[config.mk]
export PLATFORM = sky130hd
export DESIGN_NAME = grid_write_arbiter_flat
export DESIGN_NICKNAME = d
export VERILOG_FILES = /design/src/rtl/grid_pkg.sv /design/src/rtl/grid_write_arbiter_if.sv /design/src/rtl/grid_write_arbiter_pick3.sv /design/src/rtl/grid_write_arbiter.sv /design/src/flat_wrapper.sv
export SDC_FILE = /design/constraint.sdc
export NUM_CORES = 1
export LEC_CHECK = 0
export BUFFER_PORTS_ARGS = -buffer_cell sky130_fd_sc_hd__clkbuf_2
export CAP_MARGIN = 10
export CORE_UTILIZATION = 42
export CTS_BUF_LIST = sky130_fd_sc_hd__clkbuf_16
export DETAILED_ROUTE_END_ITERATION = 10
export GPL_TIMING_DRIVEN = 0
export PLACE_DENSITY = 0.73
export SLEW_MARGIN = 20
export SYNTH_ARGS = -nofsm -noshare
export SYNTH_HDL_FRONTEND = slang
export SYNTH_SLANG_ARGS = --single-unit
[constraint.sdc]
create_clock -name clk -period 3.7 [get_ports clk]
set_clock_uncertainty 0.2 [all_clocks]
set_input_delay 0.555 -clock clk [delete_from_list [all_inputs] [get_ports clk]]
set_output_delay 0.555 -clock clk [all_outputs]
set_load 0.01 [all_outputs]
[src/rtl/grid_pkg.sv]
// Shared definitions for the grid write arbiter: requester indices, protected
// region base, arbiter state encoding, grid widths and small index helpers.
package grid_pkg;

  localparam int GRID_AW = 8;
  localparam int GRID_DW = 8;

  localparam logic [1:0] REQ_PLACER = 2'd0;
  localparam logic [1:0] REQ_MOVER  = 2'd1;
  localparam logic [1:0] REQ_CLEAR  = 2'd2;

  localparam logic [7:0] PROT_BASE = 8'd240;

  typedef enum logic {
    ST_IDLE  = 1'b0,
    ST_OWNED = 1'b1
  } arb_state_e;

  // (a + b) mod 3 for requester indices
  function automatic logic [1:0] wrap3_add(input logic [1:0] a, input logic [1:0] b);
    logic [2:0] s;
    s = {1'b0, a} + {1'b0, b};
    if (s >= 3'd3) begin
      s = s - 3'd3;
    end else begin
      s = s;
    end
    return s[1:0];
  endfunction

  function automatic logic [2:0] idx_onehot(input logic [1:0] i);
    logic [2:0] r;
    case (i)
      2'd0:    r = 3'b001;
      2'd1:    r = 3'b010;
      2'd2:    r = 3'b100;
      default: r = 3'b000;
    endcase
    return r;
  endfunction

endpackage

[src/rtl/grid_write_arbiter_if.sv]
// Requester-side and memory-side signals of the grid write arbiter.
interface grid_write_arbiter_if;
  import grid_pkg::*;

  logic [2:0]         req;
  logic [2:0]         we_i;
  logic [GRID_AW-1:0] addr_i0;
  logic [GRID_AW-1:0] addr_i1;
  logic [GRID_AW-1:0] addr_i2;
  logic [GRID_DW-1:0] data_i0;
  logic [GRID_DW-1:0] data_i1;
  logic [GRID_DW-1:0] data_i2;
  logic [2:0]         gnt;
  logic               mem_we;
  logic [GRID_AW-1:0] mem_addr;
  logic [GRID_DW-1:0] mem_data;
  logic               prot_err;

  modport master (
    output req, we_i, addr_i0, addr_i1, addr_i2, data_i0, data_i1, data_i2,
    input  gnt, mem_we, mem_addr, mem_data, prot_err
  );

  modport slave (
    input  req, we_i, addr_i0, addr_i1, addr_i2, data_i0, data_i1, data_i2,
    output gnt, mem_we, mem_addr, mem_data, prot_err
  );

endinterface

[src/rtl/grid_write_arbiter_pick3.sv]
// arb_pick3: combinational winner select among three requesters, searching
// upward from i_ptr (mod 3) and skipping requesters set in i_excl.
module arb_pick3
  import grid_pkg::*;
(
  input  logic [2:0] i_req,
  input  logic [1:0] i_ptr,
  input  logic [2:0] i_excl,
  output logic [1:0] o_win,
  output logic       o_valid
);

  logic [2:0] w_elig;
  logic [1:0] w_idx;

  assign w_elig = i_req & ~i_excl;

  // Walk the search order backwards so the earliest eligible index wins last
  always_comb begin
    o_win   = REQ_PLACER;
    o_valid = 1'b0;
    w_idx   = 2'd0;
    for (int k = 2; k >= 0; k--) begin
      w_idx = wrap3_add(i_ptr, 2'(k));
      if (w_elig[w_idx]) begin
        o_win   = w_idx;
        o_valid = 1'b1;
      end else begin
        o_valid = o_valid;
      end
    end
  end

endmodule

[src/rtl/grid_write_arbiter.sv]
// Three-port grid write arbiter with hold limit and protected next-piece region.
// Define GRID_ARB_ROUND_ROBIN_EN for round-robin; default is fixed priority 0>1>2.
module grid_write_arbiter #(
  parameter int         MAX_HOLD  = 16,
  parameter logic [7:0] PROT_BASE = grid_pkg::PROT_BASE
) (
  input  logic                 clk,
  input  logic                 rst,
  grid_write_arbiter_if.slave  bus
);
  import grid_pkg::*;

  localparam int             HW       = $clog2(MAX_HOLD + 1);
  localparam logic [HW-1:0]  HOLD_MAX = HW'(MAX_HOLD);

  arb_state_e          r_state;
  logic [1:0]          r_owner;
  logic [HW-1:0]       r_hold;
  logic [2:0]          r_gnt;
  logic                r_mem_we;
  logic [GRID_AW-1:0]  r_mem_addr;
  logic [GRID_DW-1:0]  r_mem_data;
  logic                r_prot_err;

  logic [2:0]          w_owner_oh;
  logic [2:0]          w_excl;
  logic                w_other;
  logic                w_keep;
  logic [1:0]          w_ptr;
  logic [1:0]          w_pick_win;
  logic                w_pick_valid;
  logic                w_wr;
  logic                w_prot;
  logic [GRID_AW-1:0]  w_addr;
  logic [GRID_DW-1:0]  w_data;

  assign w_owner_oh = idx_onehot(r_owner);

  // Keep/handover decision and the current owner's write-port mux
  always_comb begin
    w_excl  = 3'b000;
    w_other = |(bus.req & ~w_owner_oh);
    w_keep  = 1'b0;
    w_wr    = 1'b0;
    if (r_state == ST_OWNED) begin
      w_excl = w_owner_oh;
      w_keep = (|(bus.req & w_owner_oh)) && !((r_hold == HOLD_MAX) && w_other);
      w_wr   = |(bus.we_i & w_owner_oh);
    end else begin
      w_excl = 3'b000;
    end
    case (r_owner)
      REQ_PLACER: begin w_addr = bus.addr_i0; w_data = bus.data_i0; end
      REQ_MOVER:  begin w_addr = bus.addr_i1; w_data = bus.data_i1; end
      REQ_CLEAR:  begin w_addr = bus.addr_i2; w_data = bus.data_i2; end
      default:    begin w_addr = '0;          w_data = '0;          end
    endcase
    // The placer owns the next-piece region; nobody else may write it
    w_prot = w_wr && (r_owner != REQ_PLACER) && (w_addr >= PROT_BASE);
  end

`ifdef GRID_ARB_ROUND_ROBIN_EN
  logic [1:0] r_ptr;
  logic       w_new_grant;

  assign w_new_grant = !w_keep && w_pick_valid;

  // Round-robin pointer: search starts just after the most recent grantee
  always_ff @(posedge clk) begin
    if (!rst) begin
      r_ptr <= 2'd0;
    end else if (w_new_grant) begin
      r_ptr <= wrap3_add(w_pick_win, 2'd1);
    end else begin
      r_ptr <= r_ptr;
    end
  end

  assign w_ptr = r_ptr;
`else
  assign w_ptr = 2'd0;
`endif

  arb_pick3 u_pick (
    .i_req   (bus.req),
    .i_ptr   (w_ptr),
    .i_excl  (w_excl),
    .o_win   (w_pick_win),
    .o_valid (w_pick_valid)
  );

  // Ownership FSM, hold counter and registered memory write port
  always_ff @(posedge clk) begin
    if (!rst) begin
      r_state    <= ST_IDLE;
      r_owner    <= REQ_PLACER;
      r_hold     <= '0;
      r_gnt      <= 3'b000;
      r_mem_we   <= 1'b0;
      r_mem_addr <= '0;
      r_mem_data <= '0;
      r_prot_err <= 1'b0;
    end else begin
      if (w_keep) begin
        if (r_hold != HOLD_MAX) begin
          r_hold <= r_hold + HW'(1);
        end else begin
          r_hold <= r_hold;
        end
      end else if (w_pick_valid) begin
        r_state <= ST_OWNED;
        r_owner <= w_pick_win;
        r_hold  <= HW'(1);
        r_gnt   <= idx_onehot(w_pick_win);
      end else begin
        r_state <= ST_IDLE;
        r_owner <= REQ_PLACER;
        r_hold  <= '0;
        r_gnt   <= 3'b000;
      end
      r_mem_we   <= w_wr && !w_prot;
      r_prot_err <= w_prot;
      if (w_wr && !w_prot) begin
        r_mem_addr <= w_addr;
        r_mem_data <= w_data;
      end else begin
        r_mem_addr <= r_mem_addr;
        r_mem_data <= r_mem_data;
      end
    end
  end

  assign bus.gnt      = r_gnt;
  assign bus.mem_we   = r_mem_we;
  assign bus.mem_addr = r_mem_addr;
  assign bus.mem_data = r_mem_data;
  assign bus.prot_err = r_prot_err;

endmodule

[src/flat_wrapper.sv]
// flat-port wrapper written by rule: the top's interface ports become plain ports
module grid_write_arbiter_flat import grid_pkg::*;
#(
  parameter int         MAX_HOLD  = 16,
  parameter logic [7:0] PROT_BASE = grid_pkg::PROT_BASE
)
  (clk, rst, bus_req, bus_we_i, bus_addr_i0, bus_addr_i1, bus_addr_i2, bus_data_i0, bus_data_i1, bus_data_i2, bus_gnt, bus_mem_we, bus_mem_addr, bus_mem_data, bus_prot_err);
  grid_write_arbiter_if bus_i ();
  input  logic clk;
  input  logic rst;
  input wire logic [$bits(bus_i.req)-1:0] bus_req;
  input wire logic [$bits(bus_i.we_i)-1:0] bus_we_i;
  input wire logic [$bits(bus_i.addr_i0)-1:0] bus_addr_i0;
  input wire logic [$bits(bus_i.addr_i1)-1:0] bus_addr_i1;
  input wire logic [$bits(bus_i.addr_i2)-1:0] bus_addr_i2;
  input wire logic [$bits(bus_i.data_i0)-1:0] bus_data_i0;
  input wire logic [$bits(bus_i.data_i1)-1:0] bus_data_i1;
  input wire logic [$bits(bus_i.data_i2)-1:0] bus_data_i2;
  output wire logic [$bits(bus_i.gnt)-1:0] bus_gnt;
  output wire logic [$bits(bus_i.mem_we)-1:0] bus_mem_we;
  output wire logic [$bits(bus_i.mem_addr)-1:0] bus_mem_addr;
  output wire logic [$bits(bus_i.mem_data)-1:0] bus_mem_data;
  output wire logic [$bits(bus_i.prot_err)-1:0] bus_prot_err;
  assign bus_i.req = bus_req;
  assign bus_i.we_i = bus_we_i;
  assign bus_i.addr_i0 = bus_addr_i0;
  assign bus_i.addr_i1 = bus_addr_i1;
  assign bus_i.addr_i2 = bus_addr_i2;
  assign bus_i.data_i0 = bus_data_i0;
  assign bus_i.data_i1 = bus_data_i1;
  assign bus_i.data_i2 = bus_data_i2;
  assign bus_gnt = bus_i.gnt;
  assign bus_mem_we = bus_i.mem_we;
  assign bus_mem_addr = bus_i.mem_addr;
  assign bus_mem_data = bus_i.mem_data;
  assign bus_prot_err = bus_i.prot_err;
  grid_write_arbiter #(.MAX_HOLD(MAX_HOLD), .PROT_BASE(PROT_BASE)) u_core (.clk(clk), .rst(rst), .bus(bus_i));
endmodule
# Word-level counts from Yosys, hierarchy flattened
# Index checks and enable logic that the tools add are counted.
[classes]
n_mux = 19
add_sub_neg = 1
n_eq_ne = 7
order_cmp = 1
bitwise_logic = 6
reduce_logical = 13
[ops]
columns = ["op", "n"]
rows = [
  ["8-bit case mux with 3 select lines", 2],
  ["3-bit case mux with 3 select lines", 2],
  ["3-bit AND", 4],
  ["5-bit 2-to-1 mux", 2],
  ["3-bit OR reduction", 3],
  ["8-bit >= comparator (second input constant)", 1],
  ["2-bit 2-to-1 mux", 4],
  ["1-bit 2-to-1 mux", 7],
  ["3-bit 2-to-1 mux", 2],
  ["3-bit inverter", 2],
  ["5-bit by 1-bit adder with 5-bit output (second input constant)", 1],
  ["5-bit == test (second input constant)", 1],
  ["1-bit logical AND", 5],
  ["5-bit != test (second input constant)", 1],
  ["2-bit by 1-bit == test with 1-bit output (second input constant)", 2],
  ["2-bit == test (second input constant)", 2],
  ["2-bit zero test", 2],
  ["1-bit zero test", 2],
  ["2-bit != test (second input constant)", 1],
  ["2-bit nonzero test", 1],
]
[word_totals]
out_inout_bits = 21
in_bits = 56
reg_bits = 29
word_cells = 55

# Logic depth before layout (Yosys ltp)
# Gate-level depths: netlist (run 1).
[logic_depth]
depth_word = 11
ltp_mapped = 8

# Hierarchy
# Synthesis (run 1) repeated with hierarchy kept, for this count alone.
[unflattened]
cells_unflattened = 204
area_unflattened_um2 = 1849.3
[modules_own_cells]
columns = ["mod", "cells_each", "seq_area_each_um2", "n_inst", "area_each_um2"]
rows = [
  ["grid_write_arbiter", 180, 580.6, 1, 1696.6],
  ["arb_pick3", 24, 0.0, 1, 152.6],
]

# Worst setup path after synthesis (run 1)
# Ideal clock, no wire load.
[synth_path]
path_kind = "register to register"
from = "reg u_core.r_owner[1]"
to = "reg u_core.r_mem_addr[1], in the netlist u_core.bus.mem_addr[1]"
setup_time_ns = 0.119
path_stages_with_launch = 9
path_slack_ns = 1.812
synth_period_minus_slack_ns = 1.888
required_ns = 3.381
t_arrival_ns = 1.569
path_buffers = 4
cell_sequence = "dfxtp_1 buf_2 nor2b_1 buf_4 o2bb2ai_1 or3b_1 buf_2 buf_6 mux2i_1"
[synth_via]
elab_chain_cells = 9
elab_cells_between_ends = 14
classes_between = "1 x order compare; 2 x eq/ne; 3 x mux; 1 x bitwise; 7 x reduce/logical"
[synth_lines]
columns = ["item", "line_no", "rtl"]
rows = [
  ["start, declared", "grid_write_arbiter.sv:17", "logic [1:0] r_owner;"],
  ["start signal, assigned", "grid_write_arbiter.sv:112", "r_owner <= w_pick_win;"],
  ["parallel branches: the longest is 9 deep, another holds 8-bit >= comparator", "--", ""],
  ["end signal, assigned", "grid_write_arbiter.sv:124", "r_mem_addr <= w_addr;"],
  ["end signal, assigned", "grid_write_arbiter.sv:127", "r_mem_addr <= r_mem_addr;"],
  ["end, declared", "grid_write_arbiter.sv:21", "logic [GRID_AW-1:0] r_mem_addr;"],
]
# Parallel ways; which one is timed is not known.
# A chain may end at the register's enable or synchronous reset.

# Worst setup path after layout (run 1)
[layout_path]
from = "reg u_core.r_owner[0]"
to = "reg u_core.r_mem_data[0], in the netlist u_core.bus.mem_data[0]"
[layout_via]
elab_chain_cells = 9
elab_cells_between_ends = 15
classes_between = "1 x order compare; 2 x eq/ne; 4 x mux; 1 x bitwise; 7 x reduce/logical"
[layout_lines]
columns = ["item", "line_no", "rtl"]
rows = [
  ["parallel branches: the longest is 9 deep, another holds 8-bit >= comparator", "--", ""],
  ["end signal, assigned", "grid_write_arbiter.sv:125", "r_mem_data <= w_data;"],
  ["end signal, assigned", "grid_write_arbiter.sv:128", "r_mem_data <= r_mem_data;"],
  ["end, declared", "grid_write_arbiter.sv:22", "logic [GRID_DW-1:0] r_mem_data;"],
]
# Parallel ways; which one is timed is not known.

==> impl_results.md, run 1 <==
- Status: finished clean
- Pin count of the biggest net entering global routing: 11
- Layout cells sized above 1: 33.21%
- Initial antenna violation count: 0
- Final setup viols: 0
- Peak Freq: 0.4669 GHz
- Most frequent cells in the layout: 75 x clkbuf_2, 37 x nand2_1, 34 x mux2i_1
- Slew HR: 59.40%
- TritonRoute pass-1 iters: 4
- Warnings from Yosys: 0
- Seq cells post-synth: 29
- CP max stage cell: dfxtp_1
- Post-route setup TNS: 0 ns
- Max stage delay on crit path: 0.47 ns
- Chip Width: 64.31 um
- Antenna viol nets, final: 0
- Largest family of logic cells by synthesized area: multiplexers
- Number of remaining DRC errors: 0
- Max Root-Sink Buffers: 2
- Site Rows: 22
- Most used routing layer: met2
- Core Region: 3689 um2
- Mux cell area share after synthesis: 20.87%
- Worst Hold Depth: 2
- GP Congestion: 0.7988
- Final Critical Period: 2.142 ns
- Reg2reg path depth: 7
- Synth Instances: 186
- Clock root buffer: clkbuf_16
- Filler cell count: 350
- Cts hold-fix bufs: 0
- Vias in the first global route: 1,620
- Final worst setup slack: 1.558 ns
- Iter 0 DRT Violations: 80
- Post-cts repair resize count: 0
- Cell Pwr Density: 402.3 nW/um2
- Commonest non-fill, non-tap cell in the layout: clkbuf_2
- Synth Net Count: 244
- Gr usage total: 23.63%
- Worst-Skew Late Latency: 0.27 ns
- H-tree Lvls: 2
- Routed len/inst: 13.84 um
- Data arrival, critical path: 2.10 ns
- Crit Reg-Reg Endpoint: u_core.bus.mem_data[0]
- PortBufs: 75
- Synth Area in Simple Gates: 17.50%
- CTS sink count: 29
- RSZ-0062 raised after global routing: no
- Post-CTS Setup Inserts: 0
- Worst hold path class: flip-flop to flip-flop
- Min-delay src: u_core.bus.mem_addr[0]
- Reg2reg setup slack: 1.56 ns
- CTS tree: built
- Vias per cell: 5.203
- CP Launch Type: flip-flop
- Synth async-reset ratio: 0%
- Clock Pin Slew Worst Setup and Hold Paths: 0.05 ns
- Routed WL: 4.372 mm
- Synth unique cells: 37
- Maximum VDD drop: 0.1713 mV
- Initial Util: 44.20%
- Final Hold Slack: 0.2591 ns
- Die area: 4135 um2
- Grt met3 use: 8.036%
- DP Worst Slack: 1.553 ns
- Crit share post-route: 57.89%
- Crit Reg-Reg Startpoint: u_core.r_owner[0]
- Chip height: 64.31 um
- Adder-cell share of the synthesized area: 1.535%
- CP Class: flip-flop to flip-flop
- Mapped cell area: 1630 um2
- Worst Hold Endpoint: u_core.bus.mem_addr[0]
- DP Wirelength: 3.374 mm
- Leakage: 1.025 nW
- Synth Area per Inst: 8.765 um2
- Crit end category: flip-flop
- Vias after detailed routing: 1,644
- CP Cell Sequence: nor2b_1, buf_4, o2bb2ai_1, or3b_1, buf_2, buf_6, mux2i_1
- Synth Flop Type: dfxtp_1
- GRT overflow: 0
- Ports: 77
- Post-synth EDFFs: 0
- Worst Path Max Fanout: 10
- Layout area overhead: 34.84%
- Synth Area in Compound Gates: 17.04%
- Max_cap viols: 0
- First-pass GRT wire length: 7.341 mm
- Worst Max-Slew Pin Slew: 0.6084 ns
- Met2 Use GR: 39.74%
- Synthesized-area fraction occupied by xor and xnor cells: 1.612%
- Net count, final: 326
- Met1 Use GR: 26.54%
- Max-slew violation count: 0
- Final Hold Viols: 0
- CTS Buf Count: 5
- Antenna diode count: 0
- Required time of the critical path: 3.65 ns
- Sequential share of the synthesized area: 35.61%
-- critical path: cells and delay by family, from the launching register on --
kind                   cells  cell delay [ns]
AO/OA/AOI/OAI              1             0.16
AND/OR/NAND/NOR            2             0.54
flip-flops                 1             0.47
multiplexers               1             0.12
buffers and inverters      3             0.53
-- sequential cells by signal, indices dropped and copies added (netlist names) --
name,flops
u_core.bus.prot_err,1
u_core.bus.mem_data,8
u_core.bus.mem_addr,8
u_core.r_hold,5
u_core.bus.mem_we,1
u_core.r_state,1
u_core.r_owner,2
u_core.bus.gnt,3
-- through the flow --
stage | instances | total power, mW | utilization, % | area, um2
after CTS | 316 | 0.8928 | 59.60 | 2198
after global routing | 316 | 0.9303 | 59.60 | 2198
after floorplan | 186 | 0.4506 | - | 1630
after global placement | 309 | 0.5192 | 56.00 | 2066
final | 316 | 0.8843 | 59.60 | 2198
after detailed placement | 309 | 0.5220 | 56.00 | 2066
-- layout make-up --
class	instances	area, um2	share of cell area (%)
buffer	13	65.06	2.960
timing repair buffer	75	375.4	17.07
clock inverter	2	7.507	0.3415
clock buffer	5	125.1	5.692
sequential	29	580.6	26.41
inverter	8	30.03	1.366
tap	48	60.06	2.732
multi-input combinational	136	954.7	43.43
-- synth_stat cells (all sizes together) (2+ instances only) --
cell | n | area [um2]
a21oi | 4 | 20.02
buf | 7 | 42.54
clkbuf | 6 | 22.52
dfxtp | 29 | 580.6
ha | 2 | 25.02
inv | 8 | 30.03
mux2i | 34 | 340.3
nand2 | 37 | 138.9
nand3 | 2 | 10.01
nor2 | 8 | 30.03
o2111ai | 3 | 26.28
o21ai | 4 | 20.02
o221a | 2 | 22.52
o22ai | 5 | 31.28
o2bb2ai | 15 | 131.4
xor2 | 2 | 17.52
-- layer usage --
metal / routed length, um / vias up / part of all wire, %
met2: 2020 / 63 / 46
met4: 121 / 0 / 2.8
li1: - / 828 / -
met1: 1926 / 742 / 44
met3: 304 / 11 / 7.0
met5: 0 / - / 0
-- worst max-delay path by stage --
stage,from,slack [ns],end
5_1_grt,u_core.r_owner[0],1.44,u_core.bus.mem_addr[3]
6_report,u_core.r_owner[0],1.56,u_core.bus.mem_data[0]
3_5_place_dp,bus_req[1],1.55,u_core.r_owner[1]
3_3_place_gp,bus_req[1],1.57,u_core.r_owner[1]
2_1_floorplan,u_core.r_owner[1],1.81,u_core.bus.mem_addr[1]
4_1_cts,u_core.r_owner[0],1.57,u_core.bus.mem_data[0]
-- cells by family (layout without fill, tap and decap cells) --
logic type | after synthesis | in the layout
compound gates | 36 | 36
xor+xnor | 3 | 3
fa+ha+maj | 2 | 2
buf+inv | 21 | 103
flops | 29 | 29
mux | 34 | 34
simple gates | 61 | 61
-- where the power goes --
part           internal, mW  total (mW)  switching [mW]
Combinational        0.0804       0.170          0.0900
Clock                 0.239       0.368           0.129
Sequential            0.333       0.346          0.0131
Power figures use the tool's default switching activity.
==> run 2: changes to the inputs <==
clock period = 2.2 ns   (was 3.7 ns; I/O delays follow)
==> run 2 against run 1 <==
Clock power grew 68%; largest cell class unchanged; critical path type unchanged; combinational power rose by 71%; non-clock buffer count up 2; global-route usage unchanged; sequential share of layout area decreased by 0.17 points; sequential power is 68% higher; cell count rose by 0.63%; worst hold slack got worse by 0.042 ns; routed wire length about the same.
==> impl_results.md, run 2 (same netlist as run 1, synthesis figures left out) <==
- CTS sink count: 29 (unchanged)
- Clock Pin Slew Worst Setup and Hold Paths: 0.05 ns (about the same)
- Core Region: 3689 um2 (unchanged)
- TritonRoute pass-1 iters: 4 (unchanged)
- Finished layout cell area: 2217 um2 (+0.85%)
- Worst-Skew Late Latency: 0.27 ns (about the same)
- CP Launch Type: flip-flop
- Pin count of the biggest net entering global routing: 11 (unchanged)
- First-pass GRT wire length: 7.341 mm (unchanged)
- Worst hold path class: primary input to flip-flop
- CTS Buf Count: 5 (unchanged)
- Final setup viols: 0 (unchanged)
- Required time of the critical path: 2.15 ns (-1.50 ns)
- GRT overflow: 0 (unchanged)
- Gr usage total: 23.63% (unchanged)
- Cell Pwr Density: 671.9 nW/um2 (+67%)
- Site Rows: 22 (unchanged)
- Max-slew violation count: 0 (unchanged)
- Routed WL: 4.368 mm (about the same)
- Crit end category: flip-flop
- Maximum VDD drop: 0.2871 mV (+68%)
- Commonest non-fill, non-tap cell in the layout: clkbuf_2
- Leakage: 1.035 nW (+1.0%)
- DP Wirelength: 3.374 mm (unchanged)
- Max_cap viols: 0 (unchanged)
- Most frequent cells in the layout: 75 x clkbuf_2, 37 x nand2_1, 34 x mux2i_1
- Worst Max-Slew Pin Slew: 0.6041 ns (-0.004321 ns)
- Slew HR: 59.69% (+0.29 points)
- Vias in the first global route: 1,620 (unchanged)
- Final Critical Period: 2.026 ns (-0.1160 ns)
- Data arrival, critical path: 1.98 ns (-0.12 ns)
- Initial antenna violation count: 0 (unchanged)
- CP Class: flip-flop to flip-flop
- Ports: 77 (unchanged)
- Initial Util: 44.20% (unchanged)
- Number of remaining DRC errors: 0 (unchanged)
- Final Hold Viols: 0 (unchanged)
- Worst Path Max Fanout: 10 (unchanged)
- Post-route setup TNS: 0 ns (unchanged)
- Max Root-Sink Buffers: 2 (unchanged)
- Crit share post-route: 92.09% (+34 points)
- Post-layout util: 60.11% (+0.51 points)
- Vias after detailed routing: 1,673 (+1.8%)
- Peak Freq: 0.4936 GHz (+5.7%)
- Die area: 4135 um2 (unchanged)
- Layout cells sized above 1: 34.07% (+0.87 points)
- H-tree Lvls: 2 (unchanged)
- Routed len/inst: 13.74 um (-0.72%)
- Antenna diode count: 0 (unchanged)
- Clock root buffer: clkbuf_16
- Final worst setup slack: 0.1741 ns (-1.384 ns)
- RSZ-0062 raised after global routing: no
- PortBufs: 75 (unchanged)
- Iter 0 DRT Violations: 77 (-3.8%)
- Chip Width: 64.31 um (unchanged)
- Layout area overhead: 35.99%
- Antenna viol nets, final: 0 (unchanged)
- GP Congestion: 0.7988 (unchanged)
- Net count, final: 328 (+0.61%)
- Status: finished clean
- Placed cell area: 2066 um2 (unchanged)
- DP Worst Slack: 0.08512 ns (-1.468 ns)
- CTS tree: built
- Chip height: 64.31 um (unchanged)
- Vias per cell: 5.261 (+1.1%)
run 2: cell types whose count changed in the layout (fill, tap and decap cells not counted), sizes merged:
cell    before  now
buf          7    8
clkbuf      86   87
run 2: metal layers:
layer | track usage (%) | share of wire [%]
met5 | 0 | 0
met3 | 8.036 | 6.9
met4 | 11.11 | 2.4
met2 | 39.74 | 47
met1 | 26.54 | 44
run 2: final timing paths:
kind,startpoint,endpoint,slack (ns),depth (start not counted)
worst max register to register,u_core.r_owner[1],u_core.bus.mem_data[0],0.17,8
worst max-delay path,u_core.r_owner[1],u_core.bus.mem_data[0],0.17,8
worst min register to register,u_core.bus.mem_addr[0],u_core.bus.mem_addr[0],0.26,2
worst min-delay path,bus_data_i1[3],u_core.bus.mem_data[3],0.22,4
run 2: layout make-up:
class | instances | area, um2
inverters | 8 | 30.03
clock buffers | 5 | 125.1
repair buffers | 77 | 390.4
plain buffers | 13 | 67.56
clock inverters | 2 | 7.507
multi-input cells | 136 | 954.7
well taps | 48 | 60.06
fillers | 347 | 1471
flip-flops and latches | 29 | 581.8
run 2: worst max-delay path, cell delays in order (launching register included):
cell and delay, ns:
dfxtp_1 0.29, buf_2 0.18, nor2b_1 0.13, buf_4 0.13
o2bb2ai_1 0.15, or3b_1 0.36, buf_2 0.18, buf_6 0.17
mux2i_1 0.13
run 2: report_power, final:
part | switching (mW) | total, mW | internal [mW]
Clock | 0.215 | 0.617 | 0.402
Combinational | 0.152 | 0.291 | 0.139
Sequential | 0.0222 | 0.582 | 0.560
run 2: per-stage QoR:
stage               hold WS [ns]  instances  total power, mW
finish                    0.2173        318            1.490
global route              0.2420        318            1.569
CTS                       0.2113        316            1.501
detailed placement        0.2524        309           0.8779
global placement          0.2452        309           0.8731
floorplan                 0.2618        186           0.7578
run 2: what timing repair did:
item	CTS	global route
setup buffers	0	2
endpoints found under the hold margin	0	0
setup endpoints to repair	0	11
gates resized for setup	0	2
hold buffers	0	0
==> run 3: changes to the inputs <==
PLACE_DENSITY = 0.71   (was 0.73)
SYNTH_HIERARCHICAL = 1   (was default)
==> run 3 against run 2 <==
Critical path depth up 3; first-iteration DRC count up 6.5%; non-clock buffer count up 2; routed wire length up 1.7%; power up 20%; global-route usage down 2.6 points; register-to-register slack worse by 0.099 ns; area after synthesis up 13%.
==> impl_results.md, run 3 <==
- Status: finished clean
- Crit end category: flip-flop
- Adder-cell share of the synthesized area: 3.248% (+1.7 points)
- Number of remaining DRC errors: 0 (unchanged)
- Slew HR: 50.17% (-9.5 points)
- Routed len/inst: 12.92 um (-6.0%)
- Chip Width: 68.36 um (+6.3%)
- DP Wirelength: 3.349 mm (-0.74%)
- Final Hold Slack: 0.1572 ns (-0.06009 ns)
- Synthesized-area fraction occupied by xor and xnor cells: 1.894% (+0.28 points)
- Post-synth top area share: 31.39% (-4.2 points)
- Dominant cell by count in the synthesized netlist: nor2_1
- CTS Buf Count: 5 (unchanged)
- Gr usage total: 21.06% (-2.6 points)
- Worst-Skew Late Latency: 0.27 ns (about the same)
- Synth Area in Simple Gates: 19.08% (+1.6 points)
- Antenna viol nets, final: 0 (unchanged)
- Final Hold Viols: 0 (unchanged)
- Vias after detailed routing: 1,739 (+3.9%)
- Worst Path Max Fanout: 10 (unchanged)
- CP max stage cell: dfxtp_1
- Net count, final: 353 (+7.6%)
- Chip height: 68.36 um (+6.3%)
- Most used routing layer: met2
- Met1 Use GR: 23.65% (-2.9 points)
- Initial Util: 44.94% (+0.74 points)
- RSZ-0062 raised after global routing: yes
- Clock Pin Slew Worst Setup and Hold Paths: 0.05 ns (about the same)
- Largest cells by area after synthesis: dfxtp_1 31%, mux2i_1 13%, a211oi_2 8.8%, nor2_1 7.3%, a21oi_1 4.6%
- Die area: 4672 um2 (+13%)
- Max Root-Sink Buffers: 2 (unchanged)
- Final setup viols: 0 (unchanged)
- Synth async-reset ratio: 0% (unchanged)
- Data arrival, critical path: 2.06 ns (+0.08 ns)
- Leakage: 1.142 nW (+10%)
- Synth unique cells: 39 (+5.4%)
- Site Rows: 23 (+4.5%)
- Finished layout cell area: 2577 um2 (+16%)
- Vias in the first global route: 1,697 (+4.8%)
- CP Launch Type: flip-flop
- Synth Area in Compound Gates: 24.42% (+7.4 points)
- Cell Pwr Density: 694.5 nW/um2 (+3.4%)
- Vias per cell: 5.055 (-3.9%)
- Iter 0 DRT Violations: 82 (+6.5%)
- Mapped cell area: 1849 um2 (+13%)
- Antenna diode count: 0 (unchanged)
- CP Cell Sequence: buf_6, buf_12, nor3b_1, nand2b_4, nand2_1, a21boi_1, nor3_2, and2_4, nor2b_1, mux2i_1, nor2_1
- Warnings from Yosys: 6 (+6)
- Max stage delay on crit path: 0.31 ns (-0.05 ns)
- Initial antenna violation count: 0 (unchanged)
- Worst hold path class: primary input to flip-flop
- Ports: 77 (unchanged)
- Max_cap viols: 0 (unchanged)
- Required time of the critical path: 2.14 ns (about the same)
- Placed cell area: 2313 um2 (+12%)
- Final Critical Period: 2.125 ns (+0.09911 ns)
- Pin count of the biggest net entering global routing: 29 (+18)
- First-pass GRT wire length: 7.189 mm (-2.1%)
- PortBufs: 76 (+1.3%)
- Layout area overhead: 39.38%
- Clock root buffer: clkbuf_16
- Worst Max-Slew Pin Slew: 0.7474 ns (+0.1434 ns)
- CTS sink count: 29 (unchanged)
- H-tree Lvls: 2 (unchanged)
- Max-slew violation count: 0 (unchanged)
- Largest family of logic cells by synthesized area: compound AO/OA/AOI/OAI gates
- Synth Area per Inst: 9.065 um2 (+3.4%)
- Commonest non-fill, non-tap cell in the layout: clkbuf_2
- Synth Flop Type: dfxtp_1
- Layout cells sized above 1: 43.88% (+9.8 points)
- Met2 Use GR: 37.38% (-2.4 points)
- Filler cell count: 362 (+4.3%)
- Grt met3 use: 6.667% (-1.4 points)
- Mux cell area share after synthesis: 12.99% (-7.9 points)
- TritonRoute pass-1 iters: 4 (unchanged)
- GP Congestion: 0.7616 (-4.7%)
- Post-synth EDFFs: 0 (unchanged)
- GRT overflow: 0 (unchanged)
- CP Class: flip-flop to flip-flop
- Routed WL: 4.443 mm (+1.7%)
- Synth Instances: 204 (+9.7%)
- Sequential share of the synthesized area: 31.39% (-4.2 points)
- Peak Freq: 0.4706 GHz (-4.7%)
- Crit share post-route: 96.59% (+4.5 points)
- Reg area: 580.6 um2 (-0.22%)
- Seq cells post-synth: 29 (unchanged)
- Most frequent cells in the layout: 76 x clkbuf_2, 35 x nor2_1, 29 x dfxtp_1
- Area of the multi-input gates: 1209 um2 (+27%)
- CTS tree: built
- Core Region: 4115 um2 (+12%)
- Commonest cells in the synthesized netlist: 36 x nor2_1, 29 x dfxtp_1, 24 x mux2i_1
- Maximum VDD drop: 0.4929 mV (+72%)
- Cell taking the most area after synthesis: dfxtp_1
run 3: worst paths after layout:
path | to | slack (ns) | depth (start not counted) | start
setup reg to reg | u_core/bus.gnt[2] | 0.07 | 11 | u_core/r_owner[1]
hold reg to reg | u_core/bus.gnt[1] | 0.29 | 2 | u_core/bus.gnt[1]
hold / removal | u_core/bus.mem_we | 0.16 | 2 | rst
setup / recovery | u_core/bus.gnt[2] | 0.07 | 11 | u_core/r_owner[1]
run 3: kinds of logic (layout without fill, tap and decap cells):
family | Yosys count | count (layout)
XOR/XNOR | 4 | 4
adder cells (fa/ha/maj) | 5 | 5
flip-flops | 29 | 29
AND/OR/NAND/NOR | 73 | 73
AO/OA/AOI/OAI | 47 | 47
buffers and inverters | 21 | 108
other | 1 | 4
multiplexers | 24 | 24
run 3: final cells by class:
cell class                 instances  area share [%]
inverter                           8           1.165
tap                               50           2.427
clock inverter                     3           1.456
timing repair buffer              82           16.50
clock buffer                       5           4.854
sequential                        29           22.52
multi-input combinational        157           46.89
buffer                            10           4.175
run 3: repair_timing:
item,CTS,global route
resized for setup,5,13
endpoints found under the setup margin,7,15
hold buffers,0,0
pin swaps,1,3
setup buffers,1,5
run 3: power breakdown:
group,internal [mW],switching [mW],total [mW]
logic,0.218,0.235,0.453
clock network,0.524,0.218,0.742
registers,0.570,0.0254,0.595
total,1.31,0.479,1.79
run 3: critical path, delay by kind of cell, from the launching register on:
| family | cells | cell delay (ns) |
|---|---|---|
| flops | 1 | 0.31 |
| buf+inv | 2 | 0.29 |
| simple gates | 7 | 0.89 |
| compound gates | 1 | 0.17 |
| mux | 1 | 0.13 |
run 3: per-layer routing:
metal	up-vias	wire length [um]
met3	2	255
met1	791	1971
met2	50	2182
met5	-	0
met4	0	34
li1	896	-
run 3: per-stage QoR:
stage	worst slack, ns	instances	power, mW	utilization (%)	setup TNS, ns
floorplan	0.005797	207	0.8852	-	0
global placement	-0.3206	333	1.015	56.22	-1.329
detailed placement	-0.3513	333	1.022	56.22	-1.446
CTS	0.02559	339	1.773	60.38	0
global route	-0.08234	344	1.880	62.63	-0.2135
finish	0.07498	344	1.790	62.63	0
